`config.mk`:
```
export PLATFORM = sky130hd
export DESIGN_NAME = sensor_conditioner
export DESIGN_NICKNAME = d
export VERILOG_FILES = /design/src/rtl/sensor_pkg.sv /design/src/rtl/sensor_conditioner_debounce_channel.sv /design/src/rtl/sensor_conditioner.sv
export SDC_FILE = /design/constraint.sdc
export NUM_CORES = 1
export LEC_CHECK = 0
export BUFFER_PORTS_ARGS = -buffer_cell sky130_fd_sc_hd__buf_2
export CORE_MARGIN = 2
export CORE_UTILIZATION = 36
export DETAILED_ROUTE_END_ITERATION = 8
export SKIP_LAST_GASP = 1
export SLEW_MARGIN = 25
export SYNTH_ARGS = -nofsm -noshare
export SYNTH_HDL_FRONTEND = slang
export SYNTH_SLANG_ARGS = --single-unit
```
`constraint.sdc`:
```
create_clock -name clk -period 6.75 [get_ports clk]
set_input_delay 0.3375 -clock clk [delete_from_list [all_inputs] [get_ports clk]]
set_output_delay 0.3375 -clock clk [all_outputs]
set_load 0.03 [all_outputs]
```
`src/rtl/sensor_pkg.sv`:
```
// Shared constants for the sensor conditioning front end.
// Channel indices and default timing/threshold values.
package sensor_pkg;

   localparam int CH_ARM       = 0;
   localparam int CH_INTRUSION = 1;
   localparam int CH_CONFIRM   = 2;

   localparam int NUM_CH_DEF   = 3;
   localparam int DEBOUNCE_DEF = 4;
   localparam int WINDOW_DEF   = 1024;
   localparam int TAMPER_DEF   = 8;

endpackage

```
`src/rtl/sensor_conditioner_debounce_channel.sv`:
```
// One sensor line: 2-flop synchronizer, debouncer, edge pulses, glitch strobe.
// Ports: clk, rst (sync, active-high), raw in; lvl, rise, fall, glitch out.
module debounce_channel
   import sensor_pkg::*;
#(
   parameter int DEBOUNCE_CYCLES = DEBOUNCE_DEF
) (
   input  logic clk,
   input  logic rst,
   input  logic raw,
   output logic lvl,
   output logic rise,
   output logic fall,
   output logic glitch
);

   localparam int CW = $clog2(DEBOUNCE_CYCLES);
   localparam logic [CW-1:0] CNT_MAX = CW'(DEBOUNCE_CYCLES - 1);

   logic          s1;
   logic          s2;
   logic [CW-1:0] cnt;

   always_ff @(posedge clk) begin
      if (rst) begin
         s1   <= 1'b0;
         s2   <= 1'b0;
         cnt  <= '0;
         lvl  <= 1'b0;
         rise <= 1'b0;
         fall <= 1'b0;
      end else begin
         s1   <= raw;
         s2   <= s1;
         rise <= 1'b0;
         fall <= 1'b0;
         if (s2 == lvl) begin
            cnt <= '0;
         end else if (cnt == CNT_MAX) begin
            lvl  <= s2;
            cnt  <= '0;
            rise <= s2;
            fall <= ~s2;
         end else begin
            cnt <= cnt + 1'b1;
         end
      end
   end

   // An excursion that was in progress collapsed back to the held level.
   assign glitch = (s2 == lvl) && (cnt != '0);

endmodule

```
`src/rtl/sensor_conditioner.sv`:
```
// Sensor front end: per-channel debounce plus windowed glitch/tamper monitor.
// Ports: clk, rst, raw_in, clr_tamper in; lvl_out, rise_out, fall_out, tamper, glitch_cnt out.
module sensor_conditioner
   import sensor_pkg::*;
#(
   parameter int NUM_CH          = NUM_CH_DEF,
   parameter int DEBOUNCE_CYCLES = DEBOUNCE_DEF,
   parameter int WINDOW_CYCLES   = WINDOW_DEF,
   parameter int TAMPER_LIMIT    = TAMPER_DEF
) (
   input  logic                              clk,
   input  logic                              rst,
   input  logic [NUM_CH-1:0]                 raw_in,
   input  logic                              clr_tamper,
   output logic [NUM_CH-1:0]                 lvl_out,
   output logic [NUM_CH-1:0]                 rise_out,
   output logic [NUM_CH-1:0]                 fall_out,
   output logic                              tamper,
   output logic [$clog2(TAMPER_LIMIT+1)-1:0] glitch_cnt
);

   localparam int GW = $clog2(TAMPER_LIMIT + 1);
   localparam int WW = $clog2(WINDOW_CYCLES);
   localparam int SW = GW + $clog2(NUM_CH + 1);
   localparam logic [WW-1:0] WRAP = WW'(WINDOW_CYCLES - 1);
   localparam logic [SW-1:0] LIM_S = SW'(TAMPER_LIMIT);
   localparam logic [GW-1:0] LIM_G = GW'(TAMPER_LIMIT);

   logic [NUM_CH-1:0] glitch;
   logic [WW-1:0]     wcnt;
   logic              wrap;
   logic [SW-1:0]     pop;
   logic [SW-1:0]     sum;
   logic [GW-1:0]     gc_next;

   for (genvar i = 0; i < NUM_CH; i++) begin : g_ch
      debounce_channel #(
         .DEBOUNCE_CYCLES(DEBOUNCE_CYCLES)
      ) u_ch (
         .clk    (clk),
         .rst    (rst),
         .raw    (raw_in[i]),
         .lvl    (lvl_out[i]),
         .rise   (rise_out[i]),
         .fall   (fall_out[i]),
         .glitch (glitch[i])
      );
   end

   assign wrap = (wcnt == WRAP);

   // On the wrap cycle the old window is dropped but this cycle's
   // glitches still land in the new window.
   always_comb begin
      pop = '0;
      for (int i = 0; i < NUM_CH; i++) begin
         pop = pop + SW'(glitch[i]);
      end
      sum     = (wrap ? '0 : SW'(glitch_cnt)) + pop;
      gc_next = (sum > LIM_S) ? LIM_G : sum[GW-1:0];
   end

   always_ff @(posedge clk) begin
      if (rst) begin
         wcnt       <= '0;
         glitch_cnt <= '0;
         tamper     <= 1'b0;
      end else begin
         wcnt <= wrap ? '0 : wcnt + 1'b1;
         if (clr_tamper) begin
            glitch_cnt <= '0;
            tamper     <= 1'b0;
         end else begin
            glitch_cnt <= gc_next;
            if (glitch_cnt == LIM_G) tamper <= 1'b1;
         end
      end
   end

endmodule

```
======== Word-level counts from Yosys, hierarchy flattened ========
Cells that the tools add are included.
cells by class
  add/subtract/negate cells ............... 7
  bitwise gates (word level) .............. 9
  equal/unequal tests ..................... 8
  reduce and logical (&&, ||, !) cells .... 18
  multiplexer cells ....................... 2
  order comparisons ....................... 1
operator list
  kind                                                 count
  OR reduction 3 bit                                   7
  adder 10 x 1 -> 10 bit (second input constant)       1
  equality test 10 bit (second input constant)         1
  NOT 1 bit                                            9
  two-way mux 4 bit                                    2
  adder 2 x 1 -> 2 bit (second input constant)         3
  equality test 2 bit (second input constant)          3
  AND reduction 2 bit                                  3
  nonzero test 2 bit                                   3
  adder 4 x 3 -> 5 bit                                 1
  > comparator 5 x 4 -> 1 bit (second input constant)  1
  equality test 4 bit (second input constant)          1
  OR reduction 2 bit                                   2
  adder 2 x 1 -> 3 bit                                 1
  equality test 1 bit                                  3
  logical AND 1 bit                                    3
  adder 1 x 1 -> 2 bit                                 1
word-level totals
  output and inout port bits .............. 14
  flip-flop bits (word level) ............. 36
  logic and storage cells ................. 67
  input bits .............................. 6

======== Longest topological paths before layout ========
  depth in word-level cells ............... 7
  mapped depth ............................ 11
  depth with buffers taken out ............ 11

======== Hierarchy ========
A second synthesis with hierarchy kept.
unflattened totals
  cells, all modules ...................... 147
  area, all modules ....................... 1512.7 um^2
modules (own cells, without submodules)
  module              area each (um^2)  sequential area each (um^2)  times used  cells each
  debounce_channel    252.7             140.1                        3           22
  sensor_conditioner  754.5             300.3                        1           81

======== Worst setup path before layout ========
No wires, ideal clock.
  kind .................................... register -> register
  start point ............................. register wcnt[0]
  end point ............................... register glitch_cnt[0]
  setup time .............................. 0.116 ns
  stages on the path, launching flop included .. 12
  data arrival time ....................... 3.023 ns
  slack ................................... 3.611 ns
  clock period less this slack ............ 3.139 ns
  required time ........................... 6.634 ns
  buffers on the path ..................... 0
  cells stage by stage .................... dfxtp_1 -> ha_1 -> nand3_1 -> nor4_4 -> and2b_1 -> fa_1 -> ha_1 -> inv_1 -> fa_1 -> and4_4 -> or3_1 -> and3_1
on the way
  longest elaborated chain between the ends .. 5
ends and longest elaborated chain
  what                                 line                      text
  start, declared                      sensor_conditioner.sv:30  logic [WW-1:0] wcnt;
  start signal, assigned               sensor_conditioner.sv:69  wcnt <= wrap ? '0 : wcnt + 1'b1;
  equality test 10 bit *               sensor_conditioner.sv:50  assign wrap = (wcnt == WRAP);
  two-way mux 4 bit *                  sensor_conditioner.sv:59  sum = (wrap ? '0 : SW'(glitch_cnt)) + pop;
  adder 4 x 3 -> 5 bit *               sensor_conditioner.sv:59
  > comparator 5 x 4 -> 1 bit          sensor_conditioner.sv:60  gc_next = (sum > LIM_S) ? LIM_G : sum[GW-1:0];
  OR reduction 3 bit (no source line)  -
  end signal, assigned                 sensor_conditioner.sv:74  glitch_cnt <= gc_next;
  end, declared                        sensor_conditioner.sv:19  output logic [$clog2(TAMPER_LIMIT+1)-1:0] glitch_cnt
Every way passes the cells marked *; elsewhere a longest branch is shown, timed or not.
A chain may end at the register's enable or synchronous reset.

======== Worst setup path after layout ========
Same ends and word-level chain as after synthesis.

==> qor.yml <==
cts_max_path_buffers: 2
vias: 1018
ys_ff_latch: 36
grt_pass1_wl_mm: 4.31
fin_area_um2: 1720
diodes: 0
postCtsHoldBufs: 0
p_leak_uw: 0.000721
max_slew_margin: 0.633
timing.hold.ws_ns: 0.263
final_max_slew_viol_count: 0
syn_to_final_growth_pct: 11.4
status: "finished clean"
stdcell_count: 214
hold_class: "input pin to flop"
synthMostInstantiatedCell: "dfxtp_1"
worst_setup_path_end_kind: "flop"
synth_area_leaders: "dfxtp_1 47%, ha_1 7.3%, buf_4 4.4%, nor2b_1 4.1%, nor4bb_1 3.9%"
layout.nets: 181
ys_top_cells_by_count: "36 x dfxtp_1, 14 x nor2_1, 12 x inv_1"
pwr-share-clk: 0.402
finalSetupViolCount: 0
cts_tree: "built"
place_area_um2: 1620
first_iter_violations: 51
fmax_mhz: 297
grt_max_degree: 31
syn-num-nets: 167
clock_latency_ns: 0.28
max-vdd-ir-drop_uv: 127
wl_per_cell_um: 11.5
overflow: 0
drive_gt1_frac: 0.177
pin_count: 20
final.setup_skew_ns: 0.00310
cp_max_fo: 6
ctsHtreeMaxLevel: 2
netSwitchingFraction: 0.200
cp.arrival_ns: 3.54
start_util: 0.380
die_x_um: 69.5
syn_area_um2: 1540
ys.flop_type: "dfxtp_1"
cts_buffers: 5
placedCellCount: 207
drc: 0
avgSynthCellArea_um2: 10.3
rsz0062_at_grt: "no"
postSynth.asyncResetShare: 0
p_per_area_nw_per_um2: 228
tns_ns: 0
critPathLaunchType: "flop"
finalCoreUtilization: 0.423
yosysSeqAreaShare: 0.467
yosysTopAreaCellShare: 0.467
vias_per_cell: 4.76
clkTransAtPathRegs_ns: 0.07
grt_pass1_vias: 995
p_int_uw: 313
synth_edf_count: 0
yosysWarnings: 0
seq_power_share: 0.561
clock-sinks: 36
post_cts_buffers: 0
io_buffers: 19
worst-r2r-setup-slack_ns: 3.38
cts-root-buf: "clkbuf_8"
dpl.hpwl_mm: 1.81
worstMarginPinSlew_ns: 0.550
fp.dieH_um: 69.5
drt-total-wl_mm: 2.45
synth_area_leader_cell: "dfxtp_1"
fp.coreArea_um2: 4060
crit_required_ns: 6.92
place_congestion: 0.708
hold_viol: 0
period_share: 0.499
antenna_found_initial: 0
synth_cells: 150
final_antenna_net_count: 0
cts_resized: 0
criticalPathCategory: "flop to flop"
yosys.cell_types.count: 32
dr.pass1.iters: 4
grtUsageTotal: 0.112
switchingPower_uw: 78.2
combPwrFrac: 0.037
core.rowCount: 23
period_needed_ns: 3.37
dieArea_um2: 4820
drv_cap: 0
==> worst paths after layout <==
kind | from | end | cells after the start
worst max-delay path | wcnt[0]$_SDFF_PP0_ | glitch_cnt[0]$_SDFF_PP0_ | 11
worst min register to register | g_ch[2].u_ch.s1$_SDFF_PP0_ | g_ch[2].u_ch.s2$_SDFF_PP0_ | 1
worst min-delay path | raw_in[1] | g_ch[1].u_ch.s1$_SDFF_PP0_ | 2
worst max register to register | wcnt[0]$_SDFF_PP0_ | glitch_cnt[0]$_SDFF_PP0_ | 11
==> cells by family after synthesis <==
logic type,Yosys count,synth area share
xor+xnor,11,0.0624
mux,3,0.0195
compound gates,8,0.0308
flops,36,0.467
fa+ha+maj,11,0.0989
buf+inv,24,0.0803
simple gates,57,0.241
==> per-stage QoR <==
stage          setup slack (ns)  power [uW]
5_1_grt                    3.19         407
3_3_place_gp               3.53         238
6_report                   3.38         392
3_5_place_dp               3.38         239
4_1_cts                    3.36         397
2_1_floorplan              3.61         234
==> registers in the layout, indices dropped and copies added, names as in the netlist <==
| register | cells |
|---|---|
| g_ch.u_ch.fall | 3 |
| tamper | 1 |
| g_ch.u_ch.s1 | 3 |
| g_ch.u_ch.lvl | 3 |
| g_ch.u_ch.s2 | 3 |
| g_ch.u_ch.cnt | 6 |
| g_ch.u_ch.rise | 3 |
| wcnt | 10 |
| glitch_cnt | 4 |
==> routing by layer <==
layer | global-route usage | wire [um]
met4 | 0.0588 | 40
met2 | 0.179 | 1140
met5 | 0 | 0
met3 | 0.0392 | 117
met1 | 0.131 | 1160
==> worst max-delay path, cell delays in order (launching register included) <==
cell and delay [ns]:
dfxtp_1 0.38, ha_1 0.22, nand3_1 0.17, nor4_4 0.34, and2b_1 0.24, fa_1 0.54
ha_1 0.16, inv_1 0.06, fa_1 0.41, and4_4 0.19, or3_1 0.37, and3_1 0.18
==> layout by cell type (no fill, tap or decap) <==
cell type and count:
and4_4 1, fa_1 2, dfxtp_1 36, nand2_1 2, a21oi_1 3, or3_1 2, nor4b_1 4, and4_1 2
a21o_1 1, nand3_1 3, xor2_1 6, and2b_1 1, nand4_1 3, o31ai_1 1, nor4bb_1 6, clkbuf_8 7
o21ai_0 2, nor4_1 3, and3b_1 1, buf_2 19, or2_2 1, nor2b_1 10, inv_1 12, ha_1 9
and3_1 1, nor4_4 1, nor2_1 14, mux2i_1 3, nor3_1 2, xnor2_1 5, o21a_1 1
==> cell type report <==
| class | instances | area (um^2) |
|---|---|---|
| sequential | 36 | 721 |
| timing repair buffer | 19 | 95.1 |
| tap | 50 | 62.6 |
| inverter | 12 | 45.0 |
| fill | 380 | 2340 |
| clock buffer | 7 | 96.3 |
| multi-input combinational | 90 | 698 |
==> power by group through the flow <==
stage / Combinational, uW / Clock, uW / Sequential, uW
floorplan: 9.97 / 0 / 224
detailed placement: 14.6 / 0 / 225
finish: 14.3 / 158 / 220
global route: 16.5 / 171 / 220
CTS: 14.7 / 163 / 220
global placement: 14.0 / 0 / 224
Note: power is estimated with default switching activity, not from simulation.
